File: config.mk
export PLATFORM = sky130hd
export DESIGN_NAME = datapath_pipelined
export DESIGN_NICKNAME = d
export VERILOG_FILES = /design/src/rtl/datapath_pipelined.sv
export SDC_FILE = /design/constraint.sdc
export NUM_CORES = 1
export LEC_CHECK = 0
export CORE_AREA = 3 3 181 200
export CTS_CLUSTER_SIZE = 25
export DETAILED_ROUTE_END_ITERATION = 6
export DIE_AREA = 0 0 184 203
export PLACE_DENSITY = 0.77
export SYNTH_ARGS = -nofsm -noshare
export SYNTH_HDL_FRONTEND = slang
export SYNTH_SLANG_ARGS = --single-unit
File: constraint.sdc
create_clock -name I_CLK -period 2.9 [get_ports I_CLK]
set_input_delay 0.29 -clock I_CLK [delete_from_list [all_inputs] [get_ports I_CLK]]
set_output_delay 0.29 -clock I_CLK [all_outputs]
set_load 0.005 [all_outputs]
File: src/rtl/datapath_pipelined.sv
// datapath_pipelined
//   Two-stage (ID -> EX/WB) CR16-style datapath: register file, operand
//   muxing with EX->ID forwarding, ALU, writeback mux and a registered
//   status-flag write.
//
//   ID: combinational register read, forwarding and immediate select.
//   EX: registered operands, ALU, writeback mux. The EX instruction retires
//       (GPR / flags write) on the same enabled edge that captures the next
//       ID instruction.
//
// Ports
//   I_CLK, I_RESET          clock, synchronous active-high reset
//   I_ENABLE                0 = stall: hold all state, no retire
//   I_FLUSH                 squash the EX instruction (no retire, valid gated)
//   I_VALID                 ID inputs carry a real instruction
//   I_REG_A/B_SELECT        source register indices
//   I_REG_DEST, I_REG_WRITE destination index and write enable
//   I_IMMEDIATE(_SELECT)    immediate replacing operand A
//   I_OPCODE                ALU opcode (table below)
//   I_FLAGS_WRITE           instruction updates O_STATUS_FLAGS
//   I_REGFILE_DATA(_SELECT) external writeback data, sampled live in EX
//   O_A, O_B                EX-stage ALU operands
//   O_RESULT_BUS            EX-stage writeback value
//   O_RESULT_VALID          EX holds a valid instruction and no flush
//   O_REG_DEST              EX-stage destination index
//   O_STATUS_FLAGS          registered flags {N, Z, F, L, C}
//
// ALU opcodes
//   0 ADD  A+B          C = carry out,  F = signed overflow
//   1 SUB  A-B          C = borrow,     F = signed overflow
//   2 AND  3 OR  4 XOR  5 MOV (result = A)
//   6 SHL  B<<1  7 SHR  B>>1 (logical)  8..15 result = 0
//   For every op: L = (A < B) unsigned, Z = result==0, N = result msb;
//   C and F are 0 for non-arithmetic ops.
module datapath_pipelined #(
  parameter int P_WIDTH    = 16,
  parameter int P_NUM_REGS = 16
) (
  input  logic                          I_CLK,
  input  logic                          I_RESET,
  input  logic                          I_ENABLE,
  input  logic                          I_FLUSH,
  input  logic                          I_VALID,
  input  logic [$clog2(P_NUM_REGS)-1:0] I_REG_A_SELECT,
  input  logic [$clog2(P_NUM_REGS)-1:0] I_REG_B_SELECT,
  input  logic [$clog2(P_NUM_REGS)-1:0] I_REG_DEST,
  input  logic                          I_REG_WRITE,
  input  logic [P_WIDTH-1:0]            I_IMMEDIATE,
  input  logic                          I_IMMEDIATE_SELECT,
  input  logic [3:0]                    I_OPCODE,
  input  logic                          I_FLAGS_WRITE,
  input  logic [P_WIDTH-1:0]            I_REGFILE_DATA,
  input  logic                          I_REGFILE_DATA_SELECT,
  output logic [P_WIDTH-1:0]            O_A,
  output logic [P_WIDTH-1:0]            O_B,
  output logic [P_WIDTH-1:0]            O_RESULT_BUS,
  output logic                          O_RESULT_VALID,
  output logic [$clog2(P_NUM_REGS)-1:0] O_REG_DEST,
  output logic [4:0]                    O_STATUS_FLAGS
);
  localparam int P_SEL_W = $clog2(P_NUM_REGS);

  localparam logic [3:0] OP_ADD = 4'd0;
  localparam logic [3:0] OP_SUB = 4'd1;
  localparam logic [3:0] OP_AND = 4'd2;
  localparam logic [3:0] OP_OR  = 4'd3;
  localparam logic [3:0] OP_XOR = 4'd4;
  localparam logic [3:0] OP_MOV = 4'd5;
  localparam logic [3:0] OP_SHL = 4'd6;
  localparam logic [3:0] OP_SHR = 4'd7;

  typedef struct packed {
    logic               vld;
    logic [P_WIDTH-1:0] a;
    logic [P_WIDTH-1:0] b;
    logic [3:0]         op;
    logic [P_SEL_W-1:0] dest;
    logic               reg_write;
    logic               flags_write;
    logic               data_sel;
  } ex_t;

  ex_t                                ex;
  ex_t                                id;
  logic [P_NUM_REGS-1:0][P_WIDTH-1:0] gpr;
  logic                               fwd_a;
  logic                               fwd_b;
  logic [P_WIDTH-1:0]                 alu_res;
  logic [4:0]                         alu_flags;
  logic [P_WIDTH-1:0]                 result;
  logic [P_WIDTH:0]                   sum;
  logic [P_WIDTH:0]                   diff;
  logic                               c_flag;
  logic                               f_flag;

  // ---------------- ID: read, forward, operand mux ----------------
  // Forwarding keys off EX valid only (not the flush gate), so a squashed
  // writer still feeds an immediately following reader of the same register.
  assign fwd_a = ex.vld & ex.reg_write & (ex.dest == I_REG_A_SELECT);
  assign fwd_b = ex.vld & ex.reg_write & (ex.dest == I_REG_B_SELECT);

  always_comb begin
    id             = '0;
    id.vld         = I_VALID;
    id.a           = I_IMMEDIATE_SELECT ? I_IMMEDIATE
                   : (fwd_a ? result : gpr[I_REG_A_SELECT]);
    id.b           = fwd_b ? result : gpr[I_REG_B_SELECT];
    id.op          = I_OPCODE;
    id.dest        = I_REG_DEST;
    id.reg_write   = I_REG_WRITE;
    id.flags_write = I_FLAGS_WRITE;
    id.data_sel    = I_REGFILE_DATA_SELECT;
  end

  // ---------------- EX: ALU and writeback mux ----------------
  assign sum  = {1'b0, ex.a} + {1'b0, ex.b};
  assign diff = {1'b0, ex.a} - {1'b0, ex.b};

  always_comb begin
    alu_res = '0;
    c_flag  = 1'b0;
    f_flag  = 1'b0;
    case (ex.op)
      OP_ADD: begin
        alu_res = sum[P_WIDTH-1:0];
        c_flag  = sum[P_WIDTH];
        f_flag  = (ex.a[P_WIDTH-1] == ex.b[P_WIDTH-1]) &&
                  (sum[P_WIDTH-1] != ex.a[P_WIDTH-1]);
      end
      OP_SUB: begin
        alu_res = diff[P_WIDTH-1:0];
        c_flag  = diff[P_WIDTH];  // borrow
        f_flag  = (ex.a[P_WIDTH-1] != ex.b[P_WIDTH-1]) &&
                  (diff[P_WIDTH-1] != ex.a[P_WIDTH-1]);
      end
      OP_AND:  alu_res = ex.a & ex.b;
      OP_OR:   alu_res = ex.a | ex.b;
      OP_XOR:  alu_res = ex.a ^ ex.b;
      OP_MOV:  alu_res = ex.a;
      OP_SHL:  alu_res = {ex.b[P_WIDTH-2:0], 1'b0};
      OP_SHR:  alu_res = {1'b0, ex.b[P_WIDTH-1:1]};
      default: alu_res = '0;
    endcase
    alu_flags = {alu_res[P_WIDTH-1], (alu_res == '0), f_flag, (ex.a < ex.b), c_flag};
  end

  // External data is consumed live in EX, so it must be held stable until
  // the retiring edge.
  assign result = ex.data_sel ? I_REGFILE_DATA : alu_res;

  // ---------------- state ----------------
  always_ff @(posedge I_CLK) begin
    if (I_RESET) begin
      ex             <= '0;
      gpr            <= '0;
      O_STATUS_FLAGS <= '0;
    end else if (I_ENABLE) begin
      ex <= id;
      if (ex.vld && !I_FLUSH) begin
        if (ex.reg_write)   gpr[ex.dest]   <= result;
        if (ex.flags_write) O_STATUS_FLAGS <= alu_flags;
      end
    end
  end

  assign O_A            = ex.a;
  assign O_B            = ex.b;
  assign O_RESULT_BUS   = result;
  assign O_REG_DEST     = ex.dest;
  assign O_RESULT_VALID = ex.vld & ~I_FLUSH;

endmodule
# --- After elaboration in Yosys (flattened, before gate mapping) ---
# Cells that the tools add are included.
classes:
  n_addsub: 2
  n_mux: 14
  n_reduce_logical: 9
  bitwise: 8
  magnitude_cmp: 5
  eq_ne: 13
op_table:
  columns: ["cell", "count"]
  rows:
  - ["$bwmux 256", 1]
  - ["$bmux 16 s4", 2]
  - ["$pmux 16 s8", 1]
  - ["$mux 16", 7]
  - ["$demux 16 s4", 1]
  - ["$add 16x16->17", 1]
  - ["$sub 16x16->17", 1]
  - ["$and 16x16->16", 1]
  - ["$eq 4x3->1 const B", 4]
  - ["$logic_not 16->1", 1]
  - ["$lt 16x16->1", 1]
  - ["$or 16x16->16", 1]
  - ["$xor 16x16->16", 1]
  - ["$lt 4x5->1 const B", 3]
  - ["$eq 4x2->1 const B", 2]
  - ["$eq 4x4->1", 2]
  - ["$reduce_and 3->1", 2]
  - ["$and 1x1->1", 4]
  - ["$eq 4x1->1 const B", 1]
  - ["$ge 4x1->1 const B", 1]
  - ["$logic_and 1x1->1", 4]
  - ["$logic_not 4->1", 1]
  - ["$pmux 1 s2", 2]
  - ["$ne 1x1->1", 3]
  - ["3 further kinds", 3]
word_totals:
  elab_cells: 76
  register_bits: 305
  input_bits: 57
  output_inout_bits: 58

# --- Logic depth before layout (Yosys ltp) ---
depth:
  ltp_word: 5
  ltp_mapped: 14
  depth_no_buf: 13

# --- Least setup slack after synthesis ---
# OpenSTA, ideal clock, no wires.
synth_timing:
  path_kind: "flip-flop to output port"
  start: "register ex (netlist bit O_A[2])"
  end: "output O_RESULT_BUS[10]"
  stages_incl_launch_ff: 12
  path_buffers: 2
  arrival_ps: 2894
  path_slack_ps: -284
  required_time_ps: 2610
  cell_sequence: "dfxtp_1 > inv_1 > ha_1 > clkbuf_1 > nor2b_1 > o2111ai_1 > nand4_1 > a41o_1 > a221o_1 > a31oi_1 > clkbuf_1 > inv_1"
synth_between:
  elab_chain_len: 3
  word_cells_on_any_way: 4
synth_rtl:
  columns: ["element", "line_no", "text"]
  rows:
  - ["start, declared", "83", "ex_t ex;"]
  - ["start signal, assigned", "158", "ex <= id;"]
  - ["$sub 16x16->17 or $add 16x16->17 (tied branches)", "117, 116", null]
  - ["$pmux 16 s8 *", "123", "case (ex.op)"]
  - ["$mux 16 *", "149", "assign result = ex.data_sel ? I_REGFILE_DATA : alu_res;"]
  - ["end, declared", "56", "output logic [P_WIDTH-1:0] O_RESULT_BUS,"]
# Every way passes the cells marked *; elsewhere a longest branch is shown, timed or not.

# --- Final worst setup path ---
layout_timing:
  start: "register ex (netlist bit O_B[2])"
  end: "output O_RESULT_BUS[9]"
# Same word-level chain as after synthesis.

==> impl_results.md <==
* Reg2reg path depth at 18
* PD cells at between 400 and 500 nW/um2
* Clock Sinks at between 300 and 400
* WHS at around 170 ps
* Root Driver: clkbuf_16
* Die Height at 203 um
* Slowest Stage Delay on Critical Path at about 360 ps
* Post-Synthesis Cell Area at 18800 um2
* Grt total ovfl at 0
* Post-layout instance area at 25400 um2
* Die Area at 37400 um2
* Yosys reg bits at between 300 and 400
* Die width at 184 um
* Fin crit share at 129%
* Setup-failing EPs final at roughly 210
* RePlAce Congestion at a little over 1
* Hold Crit Class: input port to flip-flop
* Drt first pass iters at 6
* Worst-path clk slew at approximately 60 ps
* Worst slew pin tran at 913 ps
* Pin count of the biggest net entering global routing at about 150
* Number of diodes at 0
* Layout Skew at around 32 ps
* Critical R2R Capture: O_A[15]$_SDFFE_PP0P_
* R2R setup slack at -810 ps
* Worst setup margin at -846 ps
* Post-Layout Cell Count at 2894
* Cell count after synthesis at 2125
* P_leak at 9.38 nW
* Ports at roughly 120
* Post-Syn Area per Cell at slightly below 9 um2
* Final Max Tran Viols at 0
* Critical path required time at roughly 2600 ps
* Crit. Startpoint: O_B[2]$_SDFFE_PP0P_
* Critical path depth at 14
* Maximum fanout along the worst path at 3
* Unique cell type count in the Yosys netlist at 87
* Wire per inst at 26.3 um
* Final HPWL DP at between 50000 and 60000 um
* Fill cells at between 2000 and 2500
* Violated checks: negative setup slack
* Dominant synthesized flop cell: dfxtp_1
* Worst-Skew Late Latency at a little under 600 ps
* Crit path DAT at roughly 3500 ps
* DRT antenna net count at 0
* Setup CP Type: flip-flop to primary output
* Async set-reset flop share out of synthesis at 0%
* CP Launch Type: flip-flop
* I/O Buffers at roughly 110
* Max IR drop VDD at 0.000512 V
* Fmax at about 270 MHz
* Via density at about 6.8
* Starting Density at roughly 55%
* Final net count at 2545
* Crit path buffers/inverters at 6
* Hold-fix buffers at CTS at 0
* Max Root-Sink Buffers at 3
* Min Tclk post-route at approximately 3700 ps
* Worst r2r src: O_B[2]$_SDFFE_PP0P_
* Crit path capture: O_RESULT_BUS[9]
* Vias in the first global route at just under 20000
* Final Hold Viols at 0
* Cell chain of the critical path: inv_4 -> ha_4 -> buf_6 -> o211ai_1 -> o211a_1 -> buf_4 -> buf_6 -> o41ai_4 -> buf_4 -> or3_1 -> a22oi_2 -> nor3_4 -> mux2_4 -> buf_6
* Detailed Route Iter0 Violations at around 2700
* Yosys Warn Count at 0
* Design Power at 10.9 mW
* Layout cell share with drive strength beyond 1 at between 30 and 40%
* Post-synthesis sequential area ratio at 32.5%
* DRC Markers at 0
* Most used cell, CP: buf_6
* Routed vias at about 20000
* Rel. slew slack at roughly two fifths
* First-pass GRT wire length at 112000 um
* CP endpoint kind: primary output
* Placed cell area at 22200 um2
* Number of max-cap violations at 0
* CP max-delay cell: o211ai_1
* Placed Cells incl. Taps at 2776
* RSZ-0062 raised after global routing: true
* Synthesized Nets at 2236
* CTS tree: yes
* Delay-heaviest family, CP: compound AO/OA/AOI/OAI gates
* # rows at 71
* Syn-to-layout area delta at 35.1%
* GRT Util Overall at around two fifths
* H-tree depth at 1
* TritonCTS buffer count at 31
* Post-synth EDFFs at 0
* Post-Route WL at between 70000 and 80000 um
* Initial antenna violation count at 0
* Core Region at 34300 um2
* Outcome: finished, violations left
## layout make-up
cell class              instances  area [um2]  area share, %
well taps                     438         548           2.16
clock inverters                10        66.3          0.261
clock buffers                  45         878           3.46
inverters                      62         238          0.936
repair buffers                495        4670           18.4
flip-flops and latches        305        6140           24.2
multi-input cells            1539       12800           50.6
## cells by family (layout without fill, tap and decap cells)
logic type / Yosys count / after routing / share of synthesized area [%]
buffers and inverters: 281 / 612 / 6.59
xor gates and xnor gates: 11 / 11 / 0.513
DFF: 305 / 305 / 32.5
AOI/OAI and AO/OA: 491 / 491 / 16.7
and+or+nand+nor: 766 / 766 / 17.6
adders and majority gates: 54 / 54 / 3.68
muxes: 217 / 217 / 22.4
## how the worst min path moves through the flow
stage                                        start  slack (ps)                             end  cells past startpoint
floorplan                    I_REGFILE_DATA_SELECT         440              ex[0]$_SDFFE_PP0P_                      2
global placement              gpr[62]$_SDFFE_PP0P_         450            gpr[62]$_SDFFE_PP0P_                      2
detailed placement  O_STATUS_FLAGS[2]$_SDFFE_PP0P_         450  O_STATUS_FLAGS[2]$_SDFFE_PP0P_                      2
CTS                                        I_RESET         150              ex[0]$_SDFFE_PP0P_                      2
global route                               I_RESET         190            gpr[69]$_SDFFE_PP0P_                      2
finish                                     I_RESET         170              ex[0]$_SDFFE_PP0P_                      2
## routing by layer
layer / GRT usage, % / vias up / share of wire (%)
li1: - / 8265 / -
met5: 0 / - / 0
met4: 24.0 / 0 / 7.7
met3: 9.98 / 463 / 12
met1: 46.0 / 9357 / 34
met2: 63.1 / 1497 / 47
## cell usage in the layout, fill, tap and decap left out, types with 19 or more instances in the layout
cell             count
nand2_2             24
a211oi_1            56
a21oi_1            177
nand2_1            362
buf_12              31
buf_4              301
nand2b_1            19
nand3_1             30
nor3_1              23
dfxtp_1            284
nor2_1             173
a21oi_2             50
inv_2               20
mux4_2             162
buf_6               49
ha_1                34
o21ai_0             20
inv_1               39
clkbuf_16           32
mux2i_1             38
clkdlybuf4s50_1     93
## timing repair
item / in CTS / in global routing
hold endpoints to repair: 0 / 0
buffers inserted: 36 / 39
pin swaps: 75 / 69
gates cloned: 6 / 2
resized for setup: 314 / 165
endpoints found under the setup margin: 228 / 219
## through the flow
| stage | TNS [ps] | setup WS (ps) | util [%] |
|---|---|---|---|
| after CTS | -26120 | -795 | 71.7 |
| after detailed placement | -53310 | -599 | 64.7 |
| after floorplan | -249 | -95.4 | - |
| after global placement | -49250 | -583 | 64.7 |
| final | -54910 | -846 | 74.0 |
| after global routing | -67690 | -898 | 74.0 |
## Yosys cell counts (6+ instances only)
master / number / area, um2
dfxtp_1: 305 / 6110
nand2_1: 396 / 1490
ha_1: 52 / 651
o2111ai_1: 7 / 61.3
a22oi_1: 9 / 67.6
o31ai_1: 23 / 173
o21ai_1: 16 / 80.1
o21ai_0: 27 / 135
clkbuf_1: 135 / 507
a21o_1: 8 / 60.1
o211ai_1: 15 / 113
a21oi_1: 230 / 1150
mux4_2: 162 / 3650
mux2i_1: 43 / 430
and3_1: 11 / 68.8
inv_2: 7 / 26.3
a211oi_1: 70 / 526
mux2_2: 11 / 124
and2_1: 6 / 37.5
xnor2_1: 9 / 78.8
buf_4: 38 / 285
inv_1: 54 / 203
nor3_1: 38 / 190
nand3_1: 31 / 155
nor4_1: 6 / 37.5
a31oi_1: 8 / 50.1
buf_1: 19 / 71.3
o21a_1: 7 / 52.6
buf_2: 26 / 130
nand2b_1: 20 / 125
o22ai_1: 6 / 37.5
nor2b_1: 21 / 131
nor2_1: 193 / 724
nand4_1: 9 / 56.3
## state kept, by name, summed over array words and instances, names as in the netlist
name            count
gpr               256
O_A                16
O_B                16
ex                  8
O_STATUS_FLAGS      5
O_REG_DEST          4
## power breakdown
group / internal [mW] / switching (mW) / total (mW)
sequential: 4.22 / 0.0375 / 4.26
combinational: 1.32 / 1.50 / 2.82
clock: 2.10 / 1.74 / 3.84
No activity file was read; power rests on OpenSTA's default activity.
